**config.mk**
```make
export PLATFORM = sky130hd
export DESIGN_NAME = axi5_burst_addr_gen_flat
export DESIGN_NICKNAME = d
export VERILOG_FILES = /design/src/rtl/axi5_burst_addr_gen_if.sv /design/src/rtl/axi5_burst_addr_gen.sv /design/src/flat_wrapper.sv
export SDC_FILE = /design/constraint.sdc
export NUM_CORES = 1
export LEC_CHECK = 0
export CORE_ASPECT_RATIO = 1.25
export CORE_MARGIN = 2
export CORE_UTILIZATION = 55
export DETAILED_ROUTE_END_ITERATION = 6
export DONT_BUFFER_PORTS = 1
export PLACE_DENSITY = 0.82
export SLEW_MARGIN = 25
export SYNTH_ARGS = -nofsm -noshare
export SYNTH_HDL_FRONTEND = slang
export SYNTH_SLANG_ARGS = --single-unit
export TNS_END_PERCENT = 1
```
**constraint.sdc**
```tcl
create_clock -name clk -period 24.3 [get_ports clk]
set_input_delay 1.215 -clock clk [delete_from_list [all_inputs] [get_ports clk]]
set_output_delay 1.215 -clock clk [all_outputs]
set_load 0.05 [all_outputs]
```
**src/rtl/axi5_burst_addr_gen_if.sv**
```systemverilog
// Descriptor and beat bundle for axi5_burst_addr_gen. The master modport is the upstream decoder and
// beat consumer; the slave modport is the generator itself.
interface axi5_burst_addr_gen_if #(
  parameter int unsigned ADDR_W = 32,
  parameter int unsigned ID_W   = 4
);
  logic              req_valid;
  logic              req_ready;
  logic [ID_W-1:0]   req_id;
  logic [ADDR_W-1:0] req_addr;
  logic [7:0]        req_len;
  logic [2:0]        req_size;
  logic [1:0]        req_burst;
  logic              beat_valid;
  logic              beat_ready;
  logic [ID_W-1:0]   beat_id;
  logic [ADDR_W-1:0] beat_addr;
  logic [7:0]        beat_idx;
  logic              beat_last;
  logic [1:0]        beat_resp;

  modport master (
    output req_valid, req_id, req_addr, req_len, req_size, req_burst, beat_ready,
    input  req_ready, beat_valid, beat_id, beat_addr, beat_idx, beat_last, beat_resp
  );

  modport slave (
    input  req_valid, req_id, req_addr, req_len, req_size, req_burst, beat_ready,
    output req_ready, beat_valid, beat_id, beat_addr, beat_idx, beat_last, beat_resp
  );
endinterface

```
**src/rtl/axi5_burst_addr_gen.sv**
```systemverilog
// AXI5 per-beat address generator: takes one burst descriptor and emits len+1 addressed beats.
// Optional 4 KB crossing check on INCR bursts is enabled by defining AXI5_BOUNDARY_CHECK_EN.
module axi5_burst_addr_gen #(
  parameter int unsigned ADDR_W = 32,
  parameter int unsigned DATA_W = 64,
  parameter int unsigned ID_W   = 4
) (
  input logic                    clk,
  input logic                    rst_n,
  axi5_burst_addr_gen_if.slave   bus
);
  typedef enum logic [1:0] {BurstFixed = 2'b00, BurstIncr = 2'b01, BurstWrap = 2'b10,
                            BurstRsvd = 2'b11} AXBurst_t;
  typedef logic [2:0] AXSize_t;
  typedef enum logic [1:0] {RespOkay = 2'b00, RespExokay = 2'b01, RespSlverr = 2'b10,
                            RespDecerr = 2'b11} XRESP_t;
  typedef enum logic {StIdle, StBurst} state_t;

  localparam int unsigned MaxSize = $clog2(DATA_W / 8);

  state_t            r_state, w_state_next;
  logic              r_init;
  logic [ID_W-1:0]   r_id;
  logic [ADDR_W-1:0] r_addr;
  logic [7:0]        r_idx, r_len;
  AXSize_t           r_size;
  logic [1:0]        r_burst;
  XRESP_t            r_resp;

  logic              w_req_hs, w_beat_hs, w_last, w_req_err, w_cross;
  logic [ADDR_W-1:0] w_req_bytes, w_req_aligned;
  logic [ADDR_W-1:0] w_bytes, w_aligned, w_incr, w_container, w_base, w_addr_next;

  assign bus.req_ready  = (r_state == StIdle) && r_init;
  assign bus.beat_valid = (r_state == StBurst);
  assign bus.beat_id    = r_id;
  assign bus.beat_addr  = r_addr;
  assign bus.beat_idx   = r_idx;
  assign bus.beat_resp  = r_resp;
  assign w_last         = (r_idx == r_len);
  assign bus.beat_last  = bus.beat_valid && w_last;

  assign w_req_hs  = bus.req_valid && bus.req_ready;
  assign w_beat_hs = bus.beat_valid && bus.beat_ready;

  // Classification of the incoming descriptor, frozen into r_resp at acceptance.
  assign w_req_bytes   = ADDR_W'(1) << bus.req_size;
  assign w_req_aligned = bus.req_addr & ~(w_req_bytes - ADDR_W'(1));

`ifdef AXI5_BOUNDARY_CHECK_EN
  logic [ADDR_W-1:0] w_req_span;
  logic [ADDR_W:0]   w_req_end;
  assign w_req_span = w_req_bytes * ({{(ADDR_W-8){1'b0}}, bus.req_len} + ADDR_W'(1));
  // Extra top bit makes a wrap past 2^ADDR_W count as a crossing too.
  assign w_req_end  = {1'b0, w_req_aligned} + {1'b0, w_req_span} - (ADDR_W+1)'(1);
  assign w_cross    = (bus.req_burst == BurstIncr) &&
                      (w_req_end[ADDR_W:12] != {1'b0, w_req_aligned[ADDR_W-1:12]});
`else
  assign w_cross = 1'b0;
`endif

  assign w_req_err = (bus.req_burst == BurstRsvd) ||
                     (bus.req_size > 3'(MaxSize)) ||
                     ((bus.req_burst == BurstWrap) &&
                      !(bus.req_len inside {8'd1, 8'd3, 8'd7, 8'd15})) ||
                     w_cross;

  // Next-beat address from the registered burst state.
  assign w_bytes     = ADDR_W'(1) << r_size;
  assign w_aligned   = r_addr & ~(w_bytes - ADDR_W'(1));
  assign w_incr      = w_aligned + w_bytes;
  assign w_container = w_bytes * ({{(ADDR_W-8){1'b0}}, r_len} + ADDR_W'(1));
  assign w_base      = r_addr & ~(w_container - ADDR_W'(1));

  always_comb begin
    w_addr_next = r_addr;
    if (r_resp == RespOkay) begin
      unique case (r_burst)
        BurstIncr: w_addr_next = w_incr;
        BurstWrap: w_addr_next = (w_incr == w_base + w_container) ? w_base : w_incr;
        default:   w_addr_next = r_addr;
      endcase
    end
  end

  always_comb begin
    w_state_next = r_state;
    unique case (r_state)
      StIdle:  if (w_req_hs) w_state_next = StBurst;
      StBurst: if (w_beat_hs && w_last) w_state_next = StIdle;
      default: w_state_next = StIdle;
    endcase
  end

  always_ff @(posedge clk or negedge rst_n) begin
    if (!rst_n) begin
      r_state <= StIdle;
      r_init  <= 1'b0;
      r_id    <= '0;
      r_addr  <= '0;
      r_idx   <= '0;
      r_len   <= '0;
      r_size  <= '0;
      r_burst <= '0;
      r_resp  <= RespOkay;
    end else begin
      r_state <= w_state_next;
      r_init  <= 1'b1;
      if (w_req_hs) begin
        r_id    <= bus.req_id;
        r_addr  <= bus.req_addr;
        r_idx   <= '0;
        r_len   <= bus.req_len;
        r_size  <= bus.req_size;
        r_burst <= bus.req_burst;
        r_resp  <= w_req_err ? RespSlverr : RespOkay;
      end else if (w_beat_hs && !w_last) begin
        r_addr <= w_addr_next;
        r_idx  <= r_idx + 8'd1;
      end
    end
  end
endmodule

```
**src/flat_wrapper.sv**
```systemverilog
// flat-port wrapper written by rule: the top's interface ports become plain ports
module axi5_burst_addr_gen_flat 
#(
  parameter int unsigned ADDR_W = 32,
  parameter int unsigned DATA_W = 64,
  parameter int unsigned ID_W   = 4
)
  (clk, rst_n, bus_req_valid, bus_req_id, bus_req_addr, bus_req_len, bus_req_size, bus_req_burst, bus_beat_ready, bus_req_ready, bus_beat_valid, bus_beat_id, bus_beat_addr, bus_beat_idx, bus_beat_last, bus_beat_resp);
  axi5_burst_addr_gen_if #(.ADDR_W(ADDR_W), .ID_W(ID_W)) bus_i ();
  input logic clk;
  input logic rst_n;
  input wire logic [$bits(bus_i.req_valid)-1:0] bus_req_valid;
  input wire logic [$bits(bus_i.req_id)-1:0] bus_req_id;
  input wire logic [$bits(bus_i.req_addr)-1:0] bus_req_addr;
  input wire logic [$bits(bus_i.req_len)-1:0] bus_req_len;
  input wire logic [$bits(bus_i.req_size)-1:0] bus_req_size;
  input wire logic [$bits(bus_i.req_burst)-1:0] bus_req_burst;
  input wire logic [$bits(bus_i.beat_ready)-1:0] bus_beat_ready;
  output wire logic [$bits(bus_i.req_ready)-1:0] bus_req_ready;
  output wire logic [$bits(bus_i.beat_valid)-1:0] bus_beat_valid;
  output wire logic [$bits(bus_i.beat_id)-1:0] bus_beat_id;
  output wire logic [$bits(bus_i.beat_addr)-1:0] bus_beat_addr;
  output wire logic [$bits(bus_i.beat_idx)-1:0] bus_beat_idx;
  output wire logic [$bits(bus_i.beat_last)-1:0] bus_beat_last;
  output wire logic [$bits(bus_i.beat_resp)-1:0] bus_beat_resp;
  assign bus_i.req_valid = bus_req_valid;
  assign bus_i.req_id = bus_req_id;
  assign bus_i.req_addr = bus_req_addr;
  assign bus_i.req_len = bus_req_len;
  assign bus_i.req_size = bus_req_size;
  assign bus_i.req_burst = bus_req_burst;
  assign bus_i.beat_ready = bus_beat_ready;
  assign bus_req_ready = bus_i.req_ready;
  assign bus_beat_valid = bus_i.beat_valid;
  assign bus_beat_id = bus_i.beat_id;
  assign bus_beat_addr = bus_i.beat_addr;
  assign bus_beat_idx = bus_i.beat_idx;
  assign bus_beat_last = bus_i.beat_last;
  assign bus_beat_resp = bus_i.beat_resp;
  axi5_burst_addr_gen #(.ADDR_W(ADDR_W), .DATA_W(DATA_W), .ID_W(ID_W)) u_core (.clk(clk), .rst_n(rst_n), .bus(bus_i));
endmodule
```
==> results of run 1 <==
==> cell usage in the layout, fill, tap and decap left out, types with 11 or more instances in the layout <==
cell type	n
sky130_fd_sc_hd__nor2_1	123
sky130_fd_sc_hd__nand2_1	172
sky130_fd_sc_hd__and3_1	25
sky130_fd_sc_hd__xor2_1	28
sky130_fd_sc_hd__a22oi_1	11
sky130_fd_sc_hd__xnor2_1	61
sky130_fd_sc_hd__or2_2	12
sky130_fd_sc_hd__inv_1	90
sky130_fd_sc_hd__o21ai_0	60
sky130_fd_sc_hd__a31oi_1	25
sky130_fd_sc_hd__a21oi_1	71
sky130_fd_sc_hd__o22ai_1	16
sky130_fd_sc_hd__or4_1	12
sky130_fd_sc_hd__ha_1	53
sky130_fd_sc_hd__o211ai_1	19
sky130_fd_sc_hd__nand2b_1	18
sky130_fd_sc_hd__nand4_1	24
sky130_fd_sc_hd__dfrtp_1	60
sky130_fd_sc_hd__a21o_1	11
sky130_fd_sc_hd__nor4_1	12
sky130_fd_sc_hd__or3_1	23
sky130_fd_sc_hd__nor2b_1	11
sky130_fd_sc_hd__nand3_1	43
sky130_fd_sc_hd__a211oi_1	15
sky130_fd_sc_hd__and2_1	20
sky130_fd_sc_hd__nor3_1	33
sky130_fd_sc_hd__fa_1	44
sky130_fd_sc_hd__mux2i_1	17
==> per-layer routing <==
layer / part of all wire (%) / global-route usage [%] / vias to the layer above
met5: 0.031 / 0 / -
met4: 5.5 / 17.6 / 2
met3: 9.7 / 7.34 / 133
met2: 46 / 58.5 / 598
met1: 39 / 44.3 / 5148
li1: - / - / 4897
==> sequential cells by signal, summed over array words and instances (netlist names) <==
name,count
u_core.r_burst,2
u_core.r_len,8
u_core.bus.beat_idx,8
u_core.r_init,1
u_core.bus.beat_valid,1
u_core.r_size,3
u_core.bus.beat_id,4
u_core.bus.beat_resp,1
u_core.bus.beat_addr,32
==> through the flow <==
stage	area, µm²	std cells
2_1_floorplan	10300	1389
3_3_place_gp	10300	1541
3_5_place_dp	10300	1541
4_1_cts	10600	1556
5_1_grt	10600	1556
6_report	10600	1556
==> layout make-up <==
type / instances / area, µm² / share of cell area [%]
Inverter: 91 / 342 / 3.21
Timing Repair Buffer: 9 / 67.6 / 0.635
Sequential cell: 60 / 1500 / 14.1
Tap cell: 228 / 285 / 2.68
Clock inverter: 6 / 88.8 / 0.835
Clock buffer: 9 / 225 / 2.12
Multi-Input combinational cell: 1153 / 8130 / 76.4
==> how the worst min path moves through the flow <==
stage	from	to	slack (ns)	cells after the start
6_report	u_core.r_burst[0]	u_core.r_burst[0]	0.52	2
3_5_place_dp	u_core.r_burst[0]	u_core.r_burst[0]	0.52	2
4_1_cts	u_core.r_burst[0]	u_core.r_burst[0]	0.53	2
2_1_floorplan	u_core.r_burst[0]	u_core.r_burst[0]	0.48	2
3_3_place_gp	u_core.r_burst[1]	u_core.r_burst[1]	0.50	2
5_1_grt	rst_n	u_core.bus.beat_addr[26]	0.55	0
==> logic make-up after synthesis <==
| logic type | count (synthesis) | synth area share (%) |
|---|---|---|
| xor gates and xnor gates | 91 | 8.01 |
| AOI/OAI and AO/OA | 353 | 23.9 |
| buffers and inverters | 176 | 6.71 |
| adders and majority gates | 97 | 15.0 |
| DFF | 60 | 14.6 |
| other | 2 | 0.0729 |
| muxes | 22 | 2.24 |
| and+or+nand+nor | 588 | 29.5 |
==> critical path, delay by kind of cell, from the launching register on <==
kind | cells | cell delay [ns]
adders and majority gates | 6 | 2.78
DFF | 1 | 0.94
and+or+nand+nor | 11 | 4.10
xor gates and xnor gates | 2 | 0.36
muxes | 1 | 0.14
AOI/OAI and AO/OA | 9 | 2.66
buffers and inverters | 3 | 0.15
==> impl.org, run 1 <==
** Outcome
- Result of the run :: finished, final reports clean

** Yosys
- The most common cell in the synthesized netlist is sky130_fd_sc_hd__nand2_1.
- Syn nets :: 1539
- Synth Area per Inst :: 7.42 µm²
- The top cell type by area accounts for 14.6% of the synthesized area.
- For this run, the leading register cell type out of synthesis is sky130_fd_sc_hd__dfrtp_1.
- Synthesis warning total :: 0
- Leading post-synthesis cells by cell area :: sky130_fd_sc_hd__dfrtp_1, sky130_fd_sc_hd__fa_1, sky130_fd_sc_hd__ha_1
- Counting every instance in the synthesized netlist gives 1389.
- Of all cell types, the one taking the most synthesized area is sky130_fd_sc_hd__dfrtp_1.
- Most common library cells after synthesis :: sky130_fd_sc_hd__nand2_1, sky130_fd_sc_hd__nor2_1, sky130_fd_sc_hd__inv_1
- Synthesis inferred 60 register bits.
- In this run the cell area of the synthesized design comes to 0.0103 mm².
- Share of synthesized registers carrying an async set or reset :: 100%
- Number of enable flip-flop cells after synthesis :: 0
- In this run, distinct cell masters in the synthesized netlist total 100.
- Of the synthesized area, sequential elements account for 14.6%.

** Critical path
- CP arrival :: 11.49 ns
- In this run the worst setup path terminates at u_core.bus.beat_addr[20].
- The worst setup path is launched from a flip-flop.
- STA classifies the critical path endpoint as a flip-flop.
- In this run the worst path has a maximum fanout of 33.
- On the worst path, the slowest cell contributes a delay of 0.94 ns.
- In this design, the critical path's most frequently occurring cell is sky130_fd_sc_hd__fa_1.
- The endpoint identified for the worst register-to-register timing path is u_core.bus.beat_addr[20].
- The critical path starts at u_core.r_size[1].
- In this run the critical register-to-register path is launched from u_core.r_size[1].
- Critical Setup Path Class :: flip-flop to flip-flop
- At the worst endpoint, the required time is 24.56 ns.
- Reg2Reg Depth :: 32
- Reg2reg setup slack :: 13.07 ns
- Slowest library cell on the worst path :: sky130_fd_sc_hd__dfrtp_1

** Finish
- N_diodes :: 0
- Net count of the finished layout :: 1474
- From synthesis to final layout, the design area changed by 3.28%.
- Once layout is complete, the utilization of the core stands at 58.3%.
- The post-route netlist has 5.42% of its cells at a drive strength greater than 1.
- Fill cell total of the finished layout :: 1717

** Clocking
- Gates resized during post-CTS repair numbered 0.
- Insertion delay of the later-clocked pin in the worst-skew pair :: 0.35 ns
- TritonCTS built the clock tree.
- Once the clock tree was built, the setup fixing pass inserted 0 buffers.
- The tree is rooted in a sky130_fd_sc_hd__clkbuf_16.
- Number of sinks on the clock net :: 60
- Quantity of hold-fixing buffers added after cts :: 0
- After clock tree synthesis, the clock-pin slew on the worst setup and hold paths is 0.07 ns.
- Number of buffers added by the clock tree synthesis step :: 9
- H-tree depth reported by CTS :: 3
- The longest clock path from root to sink contains 2 buffers.

** GRT
- The total overflow left after global routing is 0.
- Vias in the first global route :: 10.3k
- In the global route stage, overall resource usage came out at 35.5%.
- Pin count of the biggest net entering global routing :: 61
- Wire length of the first global-routing pass :: 56000 µm
- Number of antenna violations at the first check in global routing :: 1

** Place
- Routability Congestion :: 1.08
- Detailed placement ended at an HPWL of 26700 µm.
- Worst slack at placement :: 13.37 ns
- Input and output buffers added on the ports amount to 0.

** Job
- Max-cap violations in this run came to 0.

** Hold path
- The path class of the tightest hold or removal check is flip-flop to flip-flop.

** Floorplan
- X dimension of the die :: 126 µm
- The die covers 0.0198 mm².
- Core Region :: 0.0182 mm²
- From bottom edge to top edge, the die measures 157 µm.
- 102 I/O pins were placed.
- For this configuration, the core starts out at a cell density of 56.5%.
- Row Count :: 55

** Route
- Number of DRC markers after the initial detailed-route iteration :: 1224
- For this block, the routed nets add up to 35200 µm of wire.
- After detailed routing, the number of remaining DRC violations is 0.
- In this run the remaining antenna-violating nets after routing total 0.
- Vias after detailed routing :: 10.8k
- Pre-antenna DRT Iters :: 7
- Routed wire length per instance :: 22.6 µm
- Dividing the detail-routed via count by the number of cells gives 6.93.

** Timing
- RSZ-0062 raised after global routing :: no
- Post-layout worst setup margin :: 13.07 ns
- The number of pins with negative max-slew slack in the final report came to 0.
- Final critical delay including setup and external delays :: 11.23 ns
- Final sum of negative setup slack :: 0 ns
- Maximum clock frequency :: 89.1 MHz
- Actual transition at the worst max-transition pin :: 1.03 ns
- The hold violation total from the final report is 0.
- Max_slew headroom :: 31.3%
- Ratio of final minimum period to clock period :: 46.2%
- Final setup vio count :: 0
- For the final database, setup skew stands at 0.00956 ns.
- Final hold slack :: 0.525 ns
Power of run 1 is not shown: default switching activity piles up to over one toggle a cycle in this logic, so the estimate is an artifact.
==> run 2: changes to the inputs <==
PLACE_DENSITY = 0.85   (was 0.82)
clock period = 10.1 ns   (was 24.3 ns; I/O delays follow)
==> impl.org, run 2 (same netlist as run 1, synthesis figures left out) <==
** Outcome
- The run finished, with violations left.
- The final reports fail on DRC.

** Route
- Number of DRC markers after the initial detailed-route iteration :: 1441 (+18%)
- The routed via count is 11.1k (+3.2%).
- Antenna Nets Post-Route :: 0 (unchanged)
- The total DRC errors in the routed layout came to 2 (+2).
- Number of vias per cell after detailed routing :: 7.04 (+1.6%)
- The routed wirelength normalized by instance count was 22.7 µm (+0.19%).
- The total wire length was 35800 µm (+1.7%).
- Pre-antenna DRT Iters :: 7 (unchanged)

** Clocking
- Clock root buffer master :: sky130_fd_sc_hd__clkbuf_16
- The total CTS buffers was 9 (unchanged).
- The number of levels in the clock H-tree was 3 (unchanged).
- CTS tree :: done
- Insertion delay of the later-clocked pin in the worst-skew pair :: 0.36 ns (about the same)
- Number of sinks on the clock net :: 60 (unchanged)
- The maximum clock insertion buffer count was 2 (unchanged).
- The register clock-pin slew on the reported worst setup and hold paths came to 0.06 ns (about the same).

** Place
- The HPWL after detailed placement is 27000 µm (+0.88%).
- Routability Congestion :: 1.11 (+3.3%)
- Count of buffers inserted at the top-level ports :: 0 (unchanged)

** GRT
- Pin count of the biggest net entering global routing :: 61 (unchanged)
- The global-route usage over all layers came to 35.8% (+0.29 points).
- The global-route wire length before repair is 56600 µm (+1.2%).
- Overflow left after global routing :: 0 (unchanged)
- Number of antenna violations at the first check in global routing :: 0 (-1)
- The number of global-route vias before repair was 10.7k (+3.1%).

** Floorplan
- Core Region :: 0.0182 mm² (unchanged)
- The top-level I/O count came to 102 (unchanged).
- The die area came to 0.0198 mm² (unchanged).
- The site row count is 55 (unchanged).
- The initial standard-cell utilization of the core was 56.5% (unchanged).
- Die height :: 157 µm (unchanged)
- The die boundary width came to 126 µm (unchanged).

** Critical path
- Critical Path Most Common Cell :: sky130_fd_sc_hd__fa_1
- The arrival time at the worst endpoint is 9.83 ns (-1.66 ns).
- The worst-path maximum fanout came to 14 (-58%).
- Reg2reg setup slack :: 0.50 ns (-12.58 ns)
- The critical path starts at u_core.r_len[0].
- In this run the worst setup path terminates at u_core.bus.beat_addr[29].
- Reg2Reg Depth :: 32 (unchanged)
- Startpoint of the most critical register-to-register path :: u_core.r_len[0]
- Critical path data required time :: 10.32 ns (-14.24 ns)
- The worst register-to-register path ends at u_core.bus.beat_addr[29].
- Critical Setup Path Class :: flip-flop to flip-flop
- Worst stage delay on the critical path :: 0.56 ns (-0.38 ns)
- Slowest library cell on the worst path :: sky130_fd_sc_hd__fa_1
- CP Launch Type :: flip-flop
- STA classifies the critical path endpoint as a flip-flop.

** Timing
- The shortest period the worst path allows came to 9.60 ns (-1.62 ns).
- Maximum clock frequency :: 104 MHz (+17%)
- Actual transition at the worst max-transition pin :: 1.09 ns (+0.0601 ns)
- The period utilization is 95.1% (+49 points).
- The hold violation total from the final report was 0 (unchanged).
- The number of pins with negative max-slew slack in the final report came to 0 (unchanged).
- The worst relative slew slack came to 27.3% (-4.0 points).
- Final hold slack :: 0.00937 ns (-0.515 ns)
- Final setup vio count :: 0 (unchanged)
- Largest clock skew in the final design :: 0.0131 ns (+0.00351 ns)

** Job
- Maximum Capacitance Violations :: 0 (unchanged)

** Finish
- The final antenna diode count is 0 (unchanged).
- Net count of the finished layout :: 1497 (+1.6%)
- Commonest non-fill, non-tap cells in the layout :: sky130_fd_sc_hd__nand2_1, sky130_fd_sc_hd__nor2_1, sky130_fd_sc_hd__inv_1, sky130_fd_sc_hd__a21oi_1
- Fraction of final layout cells sized beyond drive strength 1 :: 7.54% (+2.1 points)
- Synth-to-Final Area Change :: 5.61%
- Most frequent standard cell in the layout excluding fill and tap cells :: sky130_fd_sc_hd__nand2_1
- Flip-flop count of the largest register, all copies and words added :: 32 (unchanged)

** Hold path
- In this run the worst hold path is classified as input pin to asynchronous set/reset pin.
## run 2: layer usage
metal,track usage [%],vias up,share of wire (%)
met5,0,-,0
met4,20.5,0,6.1
met3,6.59,190,11
met2,58.6,729,46
met1,44.3,5251,38
li1,-,4952,-
## run 2: metrics by stage
| stage | worst slack, ns | std cells | utilization (%) | cell area, µm² | TNS [ns] |
|---|---|---|---|---|---|
| 6_report | 0.498 | 1580 | 59.7 | 10900 | 0 |
| 5_1_grt | -0.00626 | 1580 | 59.7 | 10900 | -0.00626 |
| 4_1_cts | 0.159 | 1576 | 59.1 | 10800 | 0 |
| 3_5_place_dp | 0.201 | 1559 | 57.3 | 10500 | 0 |
| 3_3_place_gp | 0.447 | 1559 | 57.3 | 10400 | 0 |
| 2_1_floorplan | 0.737 | 1389 | - | 10300 | 0 |
## run 2: final cells by class
| class | instances | area [µm²] |
|---|---|---|
| Multi-Input combinational cell | 1154 | 8190 |
| Fill cell | 1612 | 7360 |
| Sequential cell | 60 | 1500 |
| Inverter | 91 | 342 |
| Tap cell | 228 | 285 |
| Timing Repair Buffer | 31 | 265 |
| Clock buffer | 9 | 225 |
| Clock inverter | 7 | 73.8 |
## run 2: how the worst min path moves through the flow
| stage | endpoint | slack (ns) | from |
|---|---|---|---|
| 3_3_place_gp | u_core.bus.beat_id[3] | 0.21 | rst_n |
| 6_report | u_core.bus.beat_id[3] | 0.009 | rst_n |
| 5_1_grt | u_core.bus.beat_id[3] | 0.03 | rst_n |
| 2_1_floorplan | u_core.bus.beat_addr[0] | 0.21 | rst_n |
| 4_1_cts | u_core.bus.beat_id[3] | 0.03 | rst_n |
| 3_5_place_dp | u_core.bus.beat_id[3] | 0.21 | rst_n |
## run 2: timing repair
item / CTS / global route
hold buffers: 1 / 0
setup buffers: 0 / 3
gates resized for setup: 0 / 11
setup endpoints to repair: 0 / 32
endpoints found under the hold margin: 60 / 0
## run 2: worst max-delay path, delay by kind of cell, from the launching register on
kind	cells	cell delay (ns)
buf+inv	4	0.39
xor+xnor	2	0.61
flops	1	0.44
fa+ha+maj	7	2.91
compound gates	13	3.66
simple gates	6	1.44
Power of run 2 is left out for the same reason.
==> run 3: changes to the inputs <==
CORE_UTILIZATION = 35   (was 55)
PLACE_DENSITY = 0.63   (was 0.85)
==> impl.org, run 3 (same netlist as run 1, synthesis figures left out) <==
** GRT
- The global-route usage over all layers was 24.9% (-11 points).
- Vias in the first global route :: 10.8k (+1.2%)
- Overflow left after global routing :: 0 (unchanged)
- The pin count of the biggest net entering global routing was 61 (unchanged).
- The number of antenna violations at the first check in global routing is 3 (+3).
- Wire length of the first global-routing pass :: 60300 µm (+6.5%)

** Route
- The mean number of vias per cell came to 6.15 (-13%).
- The total wire length is 38000 µm (+6.1%).
- # DRC :: 0 (-2)
- The first-iteration detailed-routing DRC count came to 1134 (-21%).
- Antenna Nets Post-Route :: 0 (unchanged)
- Pre-antenna DRT Iters :: 6 (-1)
- The routed via count was 10.8k (-2.6%).
- Routed wire length per instance :: 21.6 µm (-4.8%)

** Floorplan
- The die boundary height came to 196 µm (+25%).
- Core Region :: 0.0291 mm² (+59%)
- The initial standard-cell utilization of the core came to 35.4% (-21 points).
- The die area was 0.0308 mm² (+55%).
- The die boundary width is 157 µm (+25%).
- The site row count was 70 (+27%).
- The top-level I/O count is 102 (unchanged).

** Place
- Placed Area :: 0.0108 mm² (+3.0%)
- The port buffer count came to 0 (unchanged).
- The global placement routability congestion is 0.977 (-12%).
- The HPWL after detailed placement is 29700 µm (+9.9%).
- The worst slack at placement came to 0.150 ns (-0.0510 ns).

** Critical path
- By instance count, the cell type seen most on the critical path is sky130_fd_sc_hd__fa_1.
- The critical path in this run is classified as flip-flop to flip-flop.
- STA classifies the critical path startpoint as a flip-flop.
- The worst setup path is captured at a flip-flop.
- CP arrival :: 9.88 ns (+0.05 ns)
- Maximum fanout along the worst path :: 8 (-6)
- Slowest library cell on the worst path :: sky130_fd_sc_hd__fa_1
- The critical path starts at u_core.r_len[1].
- Startpoint of the most critical register-to-register path :: u_core.r_len[1]
- The peak per-stage delay on the critical path was 0.55 ns (about the same).
- Critical path data required time :: 10.37 ns (+0.05 ns)

** Clocking
- H-tree depth reported by CTS :: 3 (unchanged)
- CTS tree :: done
- The maximum clock insertion buffer count came to 2 (unchanged).
- Number of sinks on the clock net :: 60 (unchanged)
- Number of buffers added by the clock tree synthesis step :: 9 (unchanged)
- Clock root buffer master :: sky130_fd_sc_hd__clkbuf_16
- Insertion delay of the later-clocked pin in the worst-skew pair :: 0.36 ns (about the same)
- Clock transition at path regs :: 0.07 ns (about the same)

** Finish
- The top cell types in the final layout, fill and taps aside, are sky130_fd_sc_hd__nand2_1, sky130_fd_sc_hd__nor2_1, sky130_fd_sc_hd__inv_1, sky130_fd_sc_hd__a21oi_1, sky130_fd_sc_hd__xnor2_1.
- The final design instance area without fill is 0.0112 mm² (+2.7%).
- Most frequent standard cell in the layout excluding fill and tap cells :: sky130_fd_sc_hd__nand2_1
- Synth-to-Final Area Change :: 8.52%
- The flip-flop count of the largest register after layout is 32 (unchanged).
- The post-layout net count is 1509 (+0.80%).
- The share of layout cells above drive strength 1 is 8.36% (+0.81 points).

** Timing
- Total count of max-transition violations in the final report :: 0 (unchanged)
- Largest clock skew in the final design :: 0.0114 ns (-0.00169 ns)
- Actual transition at the worst max-transition pin :: 0.979 ns (-0.112 ns)
- Maximum clock frequency :: 104 MHz (about the same)
- The hold violation total from the final report came to 0 (unchanged).
- The number of setup violations in the final report is 0 (unchanged).
- Max_slew headroom :: 34.7% (+7.5 points)
- RSZ-0062 raised after global routing :: no
- Post-layout worst setup margin :: 0.494 ns (-0.00368 ns)
- Ratio of final minimum period to clock period :: 95.1% (about the same)
- The shortest period the worst path allows was 9.61 ns (+0.00368 ns).
- The total negative slack for setup checks is 0 ns (unchanged).

** Job
- Maximum Capacitance Violations :: 0 (unchanged)

** Outcome
- The flow ran to the end, and the final reports show no timing, DRC or antenna violations.

** Hold path
- Path class of the lowest-slack min-delay path :: input pin to asynchronous set/reset pin
run 3: cell types whose count changed in the layout (fill, tap and decap cells not counted), sizes merged:
cell,before,now
clkbuf,9,10
buf,31,43
diode,0,1
clkinvlp,1,0
inv,93,94
clkinv,3,2
run 3: repair_timing:
item	4_1_cts	5_1_grt
setup buffers	0	1
setup endpoints to repair	0	32
endpoints found under the hold margin	60	0
hold buffers	1	0
gates resized for setup	0	13
run 3: critical path: cells and delay by family, from the launching register on:
kind            cells  cell delay, ns
buf+inv             4            0.37
compound gates      8            1.88
fa+ha+maj           7            3.10
simple gates       15            3.69
flops               1            0.42
xor+xnor            1            0.07
run 3: path summary, 6_finish.rpt:
path,end,slack (ns),cells past startpoint
setup reg to reg,u_core.bus.beat_addr[28],0.49,35
hold reg to reg,u_core.r_burst[0],0.52,2
max in group asynchronous,u_core.r_size[0],9.78,1
setup / recovery,u_core.bus.beat_addr[28],0.49,35
hold / removal,u_core.bus.beat_valid,0.02,1
min in group clk,u_core.bus.beat_id[2],0.25,2
run 3: stage by stage:
stage	utilization, %	hold slack (ns)	instances
2_1_floorplan	-	0.209	1389
3_3_place_gp	37.0	0.210	1741
3_5_place_dp	37.0	0.211	1741
4_1_cts	38.2	0.0329	1758
5_1_grt	38.4	0.0444	1761
6_report	38.4	0.0214	1761
run 3: area by class of cell:
type,count,area (µm²)
fill,3113,17900
multi-input combinational,1154,8180
sequential,60,1500
tap,396,495
timing repair buffer,43,343
inverter,91,342
clock buffer,10,239
clock inverter,6,70.1
antenna,1,2.50
run 3: metal layers:
| metal | share of wire [%] | routed length, µm | GRT usage, % | vias to the layer above |
|---|---|---|---|---|
| li1 | - | - | - | 5002 |
| met1 | 39 | 15000 | 30.2 | 5169 |
| met2 | 48 | 18000 | 42.6 | 535 |
| met3 | 7.4 | 2810 | 3.58 | 122 |
| met4 | 5.5 | 2100 | 12.5 | 4 |
| met5 | 0.061 | 23 | 0 | - |
Power of run 3 is left out for the same reason.
